**src/rtl/rv32im_regfile_ctrl_pkg.sv**
```systemverilog
// Shared types for the RV32IM register file controller: read FSM encoding
// and the register-count helper used to size the pending scoreboard.
package rv32im_regfile_ctrl_pkg;

    typedef enum logic [1:0] {
        ST_IDLE = 2'd0,
        ST_ADDR = 2'd1,
        ST_READ = 2'd2,
        ST_DONE = 2'd3
    } rd_state_e;

    function automatic int num_regs(input int reg_bits);
        return 1 << reg_bits;
    endfunction

endpackage

```
**src/rtl/rv32im_regfile_ctrl_if.sv**
```systemverilog
// Bundle of the read-request, writeback, mul/div and register-file signals.
// master drives the requests (core side), slave is the controller.
interface rv32im_regfile_ctrl_if #(
    parameter int XLEN     = 32,
    parameter int REG_BITS = 5
);
    logic                rd_req_i;
    logic [REG_BITS-1:0] rd_rs1_i;
    logic [REG_BITS-1:0] rd_rs2_i;
    logic                rd_ack_o;
    logic                rd_valid_o;
    logic                wb_valid_i;
    logic [REG_BITS-1:0] wb_addr_i;
    logic [XLEN-1:0]     wb_data_i;
    logic                wb_ready_o;
    logic                md_issue_i;
    logic [REG_BITS-1:0] md_rd_i;
    logic                md_valid_i;
    logic [REG_BITS-1:0] md_addr_i;
    logic [XLEN-1:0]     md_data_i;
    logic                md_ready_o;
    logic                reg_write_o;
    logic [REG_BITS-1:0] reg_rd_addr_o;
    logic [XLEN-1:0]     reg_data_o;
    logic                reg_read_o;
    logic [REG_BITS-1:0] reg_rs1_addr_o;
    logic [REG_BITS-1:0] reg_rs2_addr_o;
    logic                busy_o;

    modport master (
        output rd_req_i, rd_rs1_i, rd_rs2_i,
        output wb_valid_i, wb_addr_i, wb_data_i,
        output md_issue_i, md_rd_i, md_valid_i, md_addr_i, md_data_i,
        input  rd_ack_o, rd_valid_o, wb_ready_o, md_ready_o,
        input  reg_write_o, reg_rd_addr_o, reg_data_o,
        input  reg_read_o, reg_rs1_addr_o, reg_rs2_addr_o, busy_o
    );

    modport slave (
        input  rd_req_i, rd_rs1_i, rd_rs2_i,
        input  wb_valid_i, wb_addr_i, wb_data_i,
        input  md_issue_i, md_rd_i, md_valid_i, md_addr_i, md_data_i,
        output rd_ack_o, rd_valid_o, wb_ready_o, md_ready_o,
        output reg_write_o, reg_rd_addr_o, reg_data_o,
        output reg_read_o, reg_rs1_addr_o, reg_rs2_addr_o, busy_o
    );
endinterface

```
**src/rtl/rv32im_scoreboard.sv**
```systemverilog
// Pending-destination bit vector for outstanding mul/div results, with a
// registered busy flag and two combinational lookup ports.
module rv32im_scoreboard
    import rv32im_regfile_ctrl_pkg::*;
#(
    parameter int REG_BITS = 5
) (
    input  logic                clk_i,
    input  logic                rst_ni,
    input  logic                set_en_i,
    input  logic [REG_BITS-1:0] set_addr_i,
    input  logic                clr_en_i,
    input  logic [REG_BITS-1:0] clr_addr_i,
    input  logic [REG_BITS-1:0] rs1_addr_i,
    input  logic [REG_BITS-1:0] rs2_addr_i,
    output logic                rs1_pend_o,
    output logic                rs2_pend_o,
    output logic                busy_o
);
    localparam int NUM_REGS = num_regs(REG_BITS);

    logic [NUM_REGS-1:0] pend_q;
    logic [NUM_REGS-1:0] pend_d;
    logic [NUM_REGS-1:0] set_mask;
    logic [NUM_REGS-1:0] clr_mask;

    // Set is applied after clear so a same-cycle issue/retire keeps the bit.
    always_comb begin
        set_mask = '0;
        clr_mask = '0;
        if (set_en_i) set_mask[set_addr_i] = 1'b1;
        if (clr_en_i) clr_mask[clr_addr_i] = 1'b1;
        pend_d    = (pend_q & ~clr_mask) | set_mask;
        pend_d[0] = 1'b0;
    end

    always_ff @(posedge clk_i or negedge rst_ni) begin
        if (!rst_ni) begin
            pend_q <= '0;
            busy_o <= 1'b0;
        end else begin
            pend_q <= pend_d;
            busy_o <= |pend_d;
        end
    end

    assign rs1_pend_o = pend_q[rs1_addr_i];
    assign rs2_pend_o = pend_q[rs2_addr_i];

endmodule

```
**src/rtl/rv32im_regfile_ctrl.sv**
```systemverilog
// RV32IM register file sequencer: arbitrates the single write port between
// writeback and mul/div, and issues hazard-free operand reads to the BRAMs.
module rv32im_regfile_ctrl
    import rv32im_regfile_ctrl_pkg::*;
#(
    parameter int XLEN     = 32,
    parameter int REG_BITS = 5
) (
    input  logic                  clk_i,
    input  logic                  rst_ni,
    rv32im_regfile_ctrl_if.slave  bus
);
    logic                acc_valid;
    logic [REG_BITS-1:0] acc_addr;
    logic [XLEN-1:0]     acc_data;
    logic                rs1_pend;
    logic                rs2_pend;
    logic                rs1_hazard;
    logic                rs2_hazard;
    rd_state_e           state;

    // Mul/div has fixed priority; ready is suppressed while reset is held.
    assign bus.md_ready_o = rst_ni & bus.md_valid_i;
    assign bus.wb_ready_o = rst_ni & bus.wb_valid_i & ~bus.md_valid_i;
    assign acc_valid      = bus.md_ready_o | bus.wb_ready_o;
    assign acc_addr       = bus.md_valid_i ? bus.md_addr_i : bus.wb_addr_i;
    assign acc_data       = bus.md_valid_i ? bus.md_data_i : bus.wb_data_i;

    rv32im_scoreboard #(
        .REG_BITS (REG_BITS)
    ) u_scoreboard (
        .clk_i      (clk_i),
        .rst_ni     (rst_ni),
        .set_en_i   (bus.md_issue_i),
        .set_addr_i (bus.md_rd_i),
        .clr_en_i   (bus.md_ready_o),
        .clr_addr_i (bus.md_addr_i),
        .rs1_addr_i (bus.reg_rs1_addr_o),
        .rs2_addr_i (bus.reg_rs2_addr_o),
        .rs1_pend_o (rs1_pend),
        .rs2_pend_o (rs2_pend),
        .busy_o     (bus.busy_o)
    );

    // A write accepted now or sitting on the write port blocks the read, so
    // the BRAM never sees a same-edge write/read to one address.
    assign rs1_hazard = (bus.reg_rs1_addr_o != '0) &&
                        (rs1_pend ||
                         (acc_valid && (acc_addr == bus.reg_rs1_addr_o)) ||
                         (bus.reg_write_o && (bus.reg_rd_addr_o == bus.reg_rs1_addr_o)));
    assign rs2_hazard = (bus.reg_rs2_addr_o != '0) &&
                        (rs2_pend ||
                         (acc_valid && (acc_addr == bus.reg_rs2_addr_o)) ||
                         (bus.reg_write_o && (bus.reg_rd_addr_o == bus.reg_rs2_addr_o)));

    // Write issue stage: accepted write is presented for exactly one cycle.
    always_ff @(posedge clk_i or negedge rst_ni) begin
        if (!rst_ni) begin
            bus.reg_write_o   <= 1'b0;
            bus.reg_rd_addr_o <= '0;
            bus.reg_data_o    <= '0;
        end else begin
            bus.reg_write_o <= acc_valid && (acc_addr != '0);
            if (acc_valid) begin
                bus.reg_rd_addr_o <= acc_addr;
                bus.reg_data_o    <= acc_data;
            end
        end
    end

    assign bus.rd_ack_o = rst_ni & (state == ST_IDLE) & bus.rd_req_i;

    always_ff @(posedge clk_i or negedge rst_ni) begin
        if (!rst_ni) begin
            state              <= ST_IDLE;
            bus.reg_read_o     <= 1'b0;
            bus.rd_valid_o     <= 1'b0;
            bus.reg_rs1_addr_o <= '0;
            bus.reg_rs2_addr_o <= '0;
        end else begin
            bus.reg_read_o <= 1'b0;
            bus.rd_valid_o <= 1'b0;
            case (state)
                ST_IDLE: begin
                    if (bus.rd_req_i) begin
                        bus.reg_rs1_addr_o <= bus.rd_rs1_i;
                        bus.reg_rs2_addr_o <= bus.rd_rs2_i;
                        state              <= ST_ADDR;
                    end
                end
                ST_ADDR: begin
                    if (!rs1_hazard && !rs2_hazard) begin
                        bus.reg_read_o <= 1'b1;
                        state          <= ST_READ;
                    end
                end
                ST_READ: begin
                    bus.rd_valid_o <= 1'b1;
                    state          <= ST_DONE;
                end
                ST_DONE: state <= ST_IDLE;
                default: state <= ST_IDLE;
            endcase
        end
    end

endmodule

```
**src/flat_wrapper.sv**
```systemverilog
// flat-port wrapper written by rule: the top's interface ports become plain ports
module rv32im_regfile_ctrl_flat import rv32im_regfile_ctrl_pkg::*;
#(
    parameter int XLEN     = 32,
    parameter int REG_BITS = 5
)
  (clk_i, rst_ni, bus_rd_req_i, bus_rd_rs1_i, bus_rd_rs2_i, bus_wb_valid_i, bus_wb_addr_i, bus_wb_data_i, bus_md_issue_i, bus_md_rd_i, bus_md_valid_i, bus_md_addr_i, bus_md_data_i, bus_rd_ack_o, bus_rd_valid_o, bus_wb_ready_o, bus_md_ready_o, bus_reg_write_o, bus_reg_rd_addr_o, bus_reg_data_o, bus_reg_read_o, bus_reg_rs1_addr_o, bus_reg_rs2_addr_o, bus_busy_o);
  rv32im_regfile_ctrl_if #(.XLEN(XLEN), .REG_BITS(REG_BITS)) bus_i ();
  input  logic clk_i;
  input  logic rst_ni;
  input wire logic [$bits(bus_i.rd_req_i)-1:0] bus_rd_req_i;
  input wire logic [$bits(bus_i.rd_rs1_i)-1:0] bus_rd_rs1_i;
  input wire logic [$bits(bus_i.rd_rs2_i)-1:0] bus_rd_rs2_i;
  input wire logic [$bits(bus_i.wb_valid_i)-1:0] bus_wb_valid_i;
  input wire logic [$bits(bus_i.wb_addr_i)-1:0] bus_wb_addr_i;
  input wire logic [$bits(bus_i.wb_data_i)-1:0] bus_wb_data_i;
  input wire logic [$bits(bus_i.md_issue_i)-1:0] bus_md_issue_i;
  input wire logic [$bits(bus_i.md_rd_i)-1:0] bus_md_rd_i;
  input wire logic [$bits(bus_i.md_valid_i)-1:0] bus_md_valid_i;
  input wire logic [$bits(bus_i.md_addr_i)-1:0] bus_md_addr_i;
  input wire logic [$bits(bus_i.md_data_i)-1:0] bus_md_data_i;
  output wire logic [$bits(bus_i.rd_ack_o)-1:0] bus_rd_ack_o;
  output wire logic [$bits(bus_i.rd_valid_o)-1:0] bus_rd_valid_o;
  output wire logic [$bits(bus_i.wb_ready_o)-1:0] bus_wb_ready_o;
  output wire logic [$bits(bus_i.md_ready_o)-1:0] bus_md_ready_o;
  output wire logic [$bits(bus_i.reg_write_o)-1:0] bus_reg_write_o;
  output wire logic [$bits(bus_i.reg_rd_addr_o)-1:0] bus_reg_rd_addr_o;
  output wire logic [$bits(bus_i.reg_data_o)-1:0] bus_reg_data_o;
  output wire logic [$bits(bus_i.reg_read_o)-1:0] bus_reg_read_o;
  output wire logic [$bits(bus_i.reg_rs1_addr_o)-1:0] bus_reg_rs1_addr_o;
  output wire logic [$bits(bus_i.reg_rs2_addr_o)-1:0] bus_reg_rs2_addr_o;
  output wire logic [$bits(bus_i.busy_o)-1:0] bus_busy_o;
  assign bus_i.rd_req_i = bus_rd_req_i;
  assign bus_i.rd_rs1_i = bus_rd_rs1_i;
  assign bus_i.rd_rs2_i = bus_rd_rs2_i;
  assign bus_i.wb_valid_i = bus_wb_valid_i;
  assign bus_i.wb_addr_i = bus_wb_addr_i;
  assign bus_i.wb_data_i = bus_wb_data_i;
  assign bus_i.md_issue_i = bus_md_issue_i;
  assign bus_i.md_rd_i = bus_md_rd_i;
  assign bus_i.md_valid_i = bus_md_valid_i;
  assign bus_i.md_addr_i = bus_md_addr_i;
  assign bus_i.md_data_i = bus_md_data_i;
  assign bus_rd_ack_o = bus_i.rd_ack_o;
  assign bus_rd_valid_o = bus_i.rd_valid_o;
  assign bus_wb_ready_o = bus_i.wb_ready_o;
  assign bus_md_ready_o = bus_i.md_ready_o;
  assign bus_reg_write_o = bus_i.reg_write_o;
  assign bus_reg_rd_addr_o = bus_i.reg_rd_addr_o;
  assign bus_reg_data_o = bus_i.reg_data_o;
  assign bus_reg_read_o = bus_i.reg_read_o;
  assign bus_reg_rs1_addr_o = bus_i.reg_rs1_addr_o;
  assign bus_reg_rs2_addr_o = bus_i.reg_rs2_addr_o;
  assign bus_busy_o = bus_i.busy_o;
  rv32im_regfile_ctrl #(.XLEN(XLEN), .REG_BITS(REG_BITS)) u_core (.clk_i(clk_i), .rst_ni(rst_ni), .bus(bus_i));
endmodule
```
**config.mk**
```make
export PLATFORM = sky130hd
export DESIGN_NAME = rv32im_regfile_ctrl_flat
export DESIGN_NICKNAME = d
export VERILOG_FILES = /design/src/rtl/rv32im_regfile_ctrl_pkg.sv /design/src/rtl/rv32im_regfile_ctrl_if.sv /design/src/rtl/rv32im_scoreboard.sv /design/src/rtl/rv32im_regfile_ctrl.sv /design/src/flat_wrapper.sv
export SDC_FILE = /design/constraint.sdc
export NUM_CORES = 1
export LEC_CHECK = 0
export ABC_AREA = 1
export BUFFER_PORTS_ARGS = -buffer_cell sky130_fd_sc_hd__buf_2
export CAP_MARGIN = 40
export CELL_PAD_IN_SITES_DETAIL_PLACEMENT = 0
export CELL_PAD_IN_SITES_GLOBAL_PLACEMENT = 1
export CORE_UTILIZATION = 40
export CTS_BUF_LIST = sky130_fd_sc_hd__clkbuf_4
export DETAILED_ROUTE_END_ITERATION = 8
export HOLD_SLACK_MARGIN = 0.1
export PLACE_DENSITY = 0.95
export REMOVE_ABC_BUFFERS = 1
export SETUP_SLACK_MARGIN = 0.02
export SYNTH_ARGS = -nofsm -noshare
export SYNTH_HDL_FRONTEND = slang
export SYNTH_HIERARCHICAL = 1
export SYNTH_SLANG_ARGS = --single-unit
```
**constraint.sdc**
```tcl
create_clock -name clk_i -period 2.95 [get_ports clk_i]
set_clock_uncertainty 0.1 [all_clocks]
set_input_delay 0.4425 -clock clk_i [delete_from_list [all_inputs] [get_ports clk_i]]
set_output_delay 0.4425 -clock clk_i [all_outputs]
set_load 0.03 [all_outputs]
```
==> results.yml <==
logic_synthesis:
  ys_types: 29
  synth_top_area_share_pct: 40.6
  synth_area_leaders: "dfrtp_1, nand2_1, nor2_1"
  synth.avg_cell_area_um2: 6.62
  synth_edf_count: 0
  synthCells: 781
  yosysSeqAreaShare_pct: 40.6
  synth_flop_cell: "dfrtp_1"
  synth_top_cell_by_area: "dfrtp_1"
  ys_ff_latch: 84
  yosys_warnings: 6
  async_flop_share_pct: 100
  syn_area_mm2: 0.00517
  yosys-top-cells-count: "nand2_1, nor2_1, inv_1"
  synth.most_common_cell: "nand2_1"
drt:
  ant_nets: 0
  first_pass_iters: 4
  drt_first_iter_violations: 410
  vias: 5662
  drc: 0
  viasPerCell: 4.86
  wl_per_cell_um: 14.2
  wirelength_um: 16500
sta:
  hold_viol: 0
  slew_violations: 0
  max_freq_ghz: 0.366
  worstMarginPinSlew_ps: 501
  setup_viol: 0
  maxSlewHeadroom_pct: 66.6
  rsz0062_at_grt: "no"
  period_needed_ps: 2730
  setup_tns_ps: 0
  timing.final.crit_share_pct: 92.6
  whs_ps: 132
  layout_setup_ws_ps: 217
setup_path:
  critPathLaunch: "rst_ni"
  cp.required_ps: 3270
  endpoint_kind: "flop"
  timing.rr.start: "u_core/bus.reg_rs2_addr_o[0]"
  start_kind: "input pin"
  arrival_ps: 3060
  crit_fanout: 34
  path_class: "in -> reg"
cells_and_area:
  areaGrowthSynthToFinish_pct: 32.3
  drive_gt1_share_pct: 20.0
  fillers: 1270
  ff_latch_area_mm2: 0.00210
  finalNetCount: 1086
  multiInputGateArea_mm2: 0.00256
floorplanning:
  die_h_um: 116
  die-area_mm2: 0.0134
  pin_count: 149
  design.core.area_mm2: 0.0126
  initial_core_util_pct: 41.0
  rows: 41
  die_w_um: 116
clock_tree:
  cts_tree: "done"
  htree_levels: 3
  post_cts_buffers: 0
  cts_resized: 0
  clockBufferDepth: 2
  insertion_delay_ps: 460
  clk_pin_slew_ps: 160
  root_buffer: "clkbuf_4"
  numCtsBuffers: 9
  cts_hold_buf: 65
  cts.sinks: 84
flow_run:
  cap_violations: 0
grt:
  grt_use_met1_pct: 33.7
  grt_max_degree: 41
  first_global_vias: 5205
  gr-total-overflow: 0
  grt_util_met2_pct: 40.8
  grt_pass1_wl_um: 26000
  grt_usage_pct: 25.3
  met3_usage_pct: 3.50
  top_usage_layer: "met2"
  antenna_found_initial: 0
power:
  ir_worst_vdd_mv: 0.288
  p_per_area_mw_per_mm2: 667
  power_leakage_uw: 0.00354
placement:
  gp_congestion: 0.854
  io_buffers: 148
  post-place-ws_ps: 629
  dp_hpwl_um: 11700
hold_path:
  hold_path.class: "in -> reg"
  hp-start: "bus_wb_data_i[20]"
run_status:
  run_status: "finished, final reports clean"
[stage by stage]
step	total power [uW]	cells	area (um^2)	utilization, %
2_1_floorplan	3120	754	5030	-
3_3_place_gp	3800	1082	6050	47.9
3_5_place_dp	3830	1083	6070	48.1
4_1_cts	4570	1164	6840	54.2
5_1_grt	4960	1164	6840	54.2
6_report	4570	1165	6840	54.2
[logic make-up (layout without fill, tap and decap cells)]
logic type / count (synthesis) / in the layout / share of synthesized area [%]
flip-flops: 84 / 84 / 40.6
other: 0 / 1 / 0
AO/OA/AOI/OAI: 102 / 102 / 11.6
buffers and inverters: 124 / 335 / 9.92
AND/OR/NAND/NOR: 467 / 467 / 36.8
adder cells (fa/ha/maj): 4 / 4 / 0.968
[layer usage]
layer,wire [um],part of all wire (%)
met5,0,0
met1,7230,44
met3,904,5.5
met2,7940,48
met4,435,2.6
[placed cells by master, fill, tap and decap left out, drive strengths merged]
cell / netlist / routed
ha: 4 / 4
dlygate4sd3: 0 / 65
a21oi: 44 / 44
a21boi: 1 / 1
nor2: 153 / 153
o211ai: 4 / 4
clkbuf: 10 / 9
nand2: 245 / 245
clkinvlp: 0 / 1
nand3: 65 / 65
buf: 17 / 157
diode: 0 / 1
nor4b: 1 / 1
dfrtp: 84 / 84
inv: 96 / 98
a31oi: 32 / 32
or2: 1 / 1
nor3: 2 / 2
clkinv: 1 / 5
o31ai: 2 / 2
o21ai: 19 / 19
[state kept, by name, summed over array words and instances, names as in the netlist]
register	count
u_core/state	2
u_core/bus.rd_valid_o	1
u_core/u_scoreboard/busy_o	1
u_core/bus.reg_rd_addr_o	5
u_core/bus.reg_rs2_addr_o	5
u_core/bus.reg_rs1_addr_o	5
u_core/bus.reg_read_o	1
u_core/bus.reg_write_o	1
u_core/u_scoreboard/pend_q	31
u_core/bus.reg_data_o	32
[worst paths after layout]
path | slack, ps | to | depth (start not counted)
min in group asynchronous | 380 | u_core/bus.reg_data_o[18] | 3
min | 130 | u_core/bus.reg_data_o[20] | 3
max | 220 | u_core/bus.reg_data_o[25] | 9
max reg2reg | 610 | u_core/state[0] | 17
max in group asynchronous | 1420 | u_core/u_scoreboard/busy_o | 5
min reg2reg | 440 | u_core/state[1] | 2
[report_power, final]
| part | internal, uW | switching (uW) | total [uW] |
|---|---|---|---|
| Sequential | 1400 | 381 | 1780 |
| Clock | 176 | 449 | 625 |
| Combinational | 795 | 1360 | 2160 |
| Total | 2370 | 2190 | 4570 |
[worst max-delay path: stages]
cell and delay, ps:
dlygate4sd3_1 530, buf_4 110, buf_4 270, nand2_1 130, nand2_2 270, buf_4 390
nor2_1 70, a31oi_1 220, dlygate4sd3_1 600
[layout make-up]
class	count	share of cell area (%)
Timing Repair Buffer	222	21.5
Inverter	97	5.41
Antenna cell	1	0.0366
Clock inverter	7	0.732
Clock buffer	9	0.988
Sequential cell	84	30.7
Tap cell	172	3.15
Multi-Input combinational cell	573	37.4
Power figures use the tool's default switching activity.
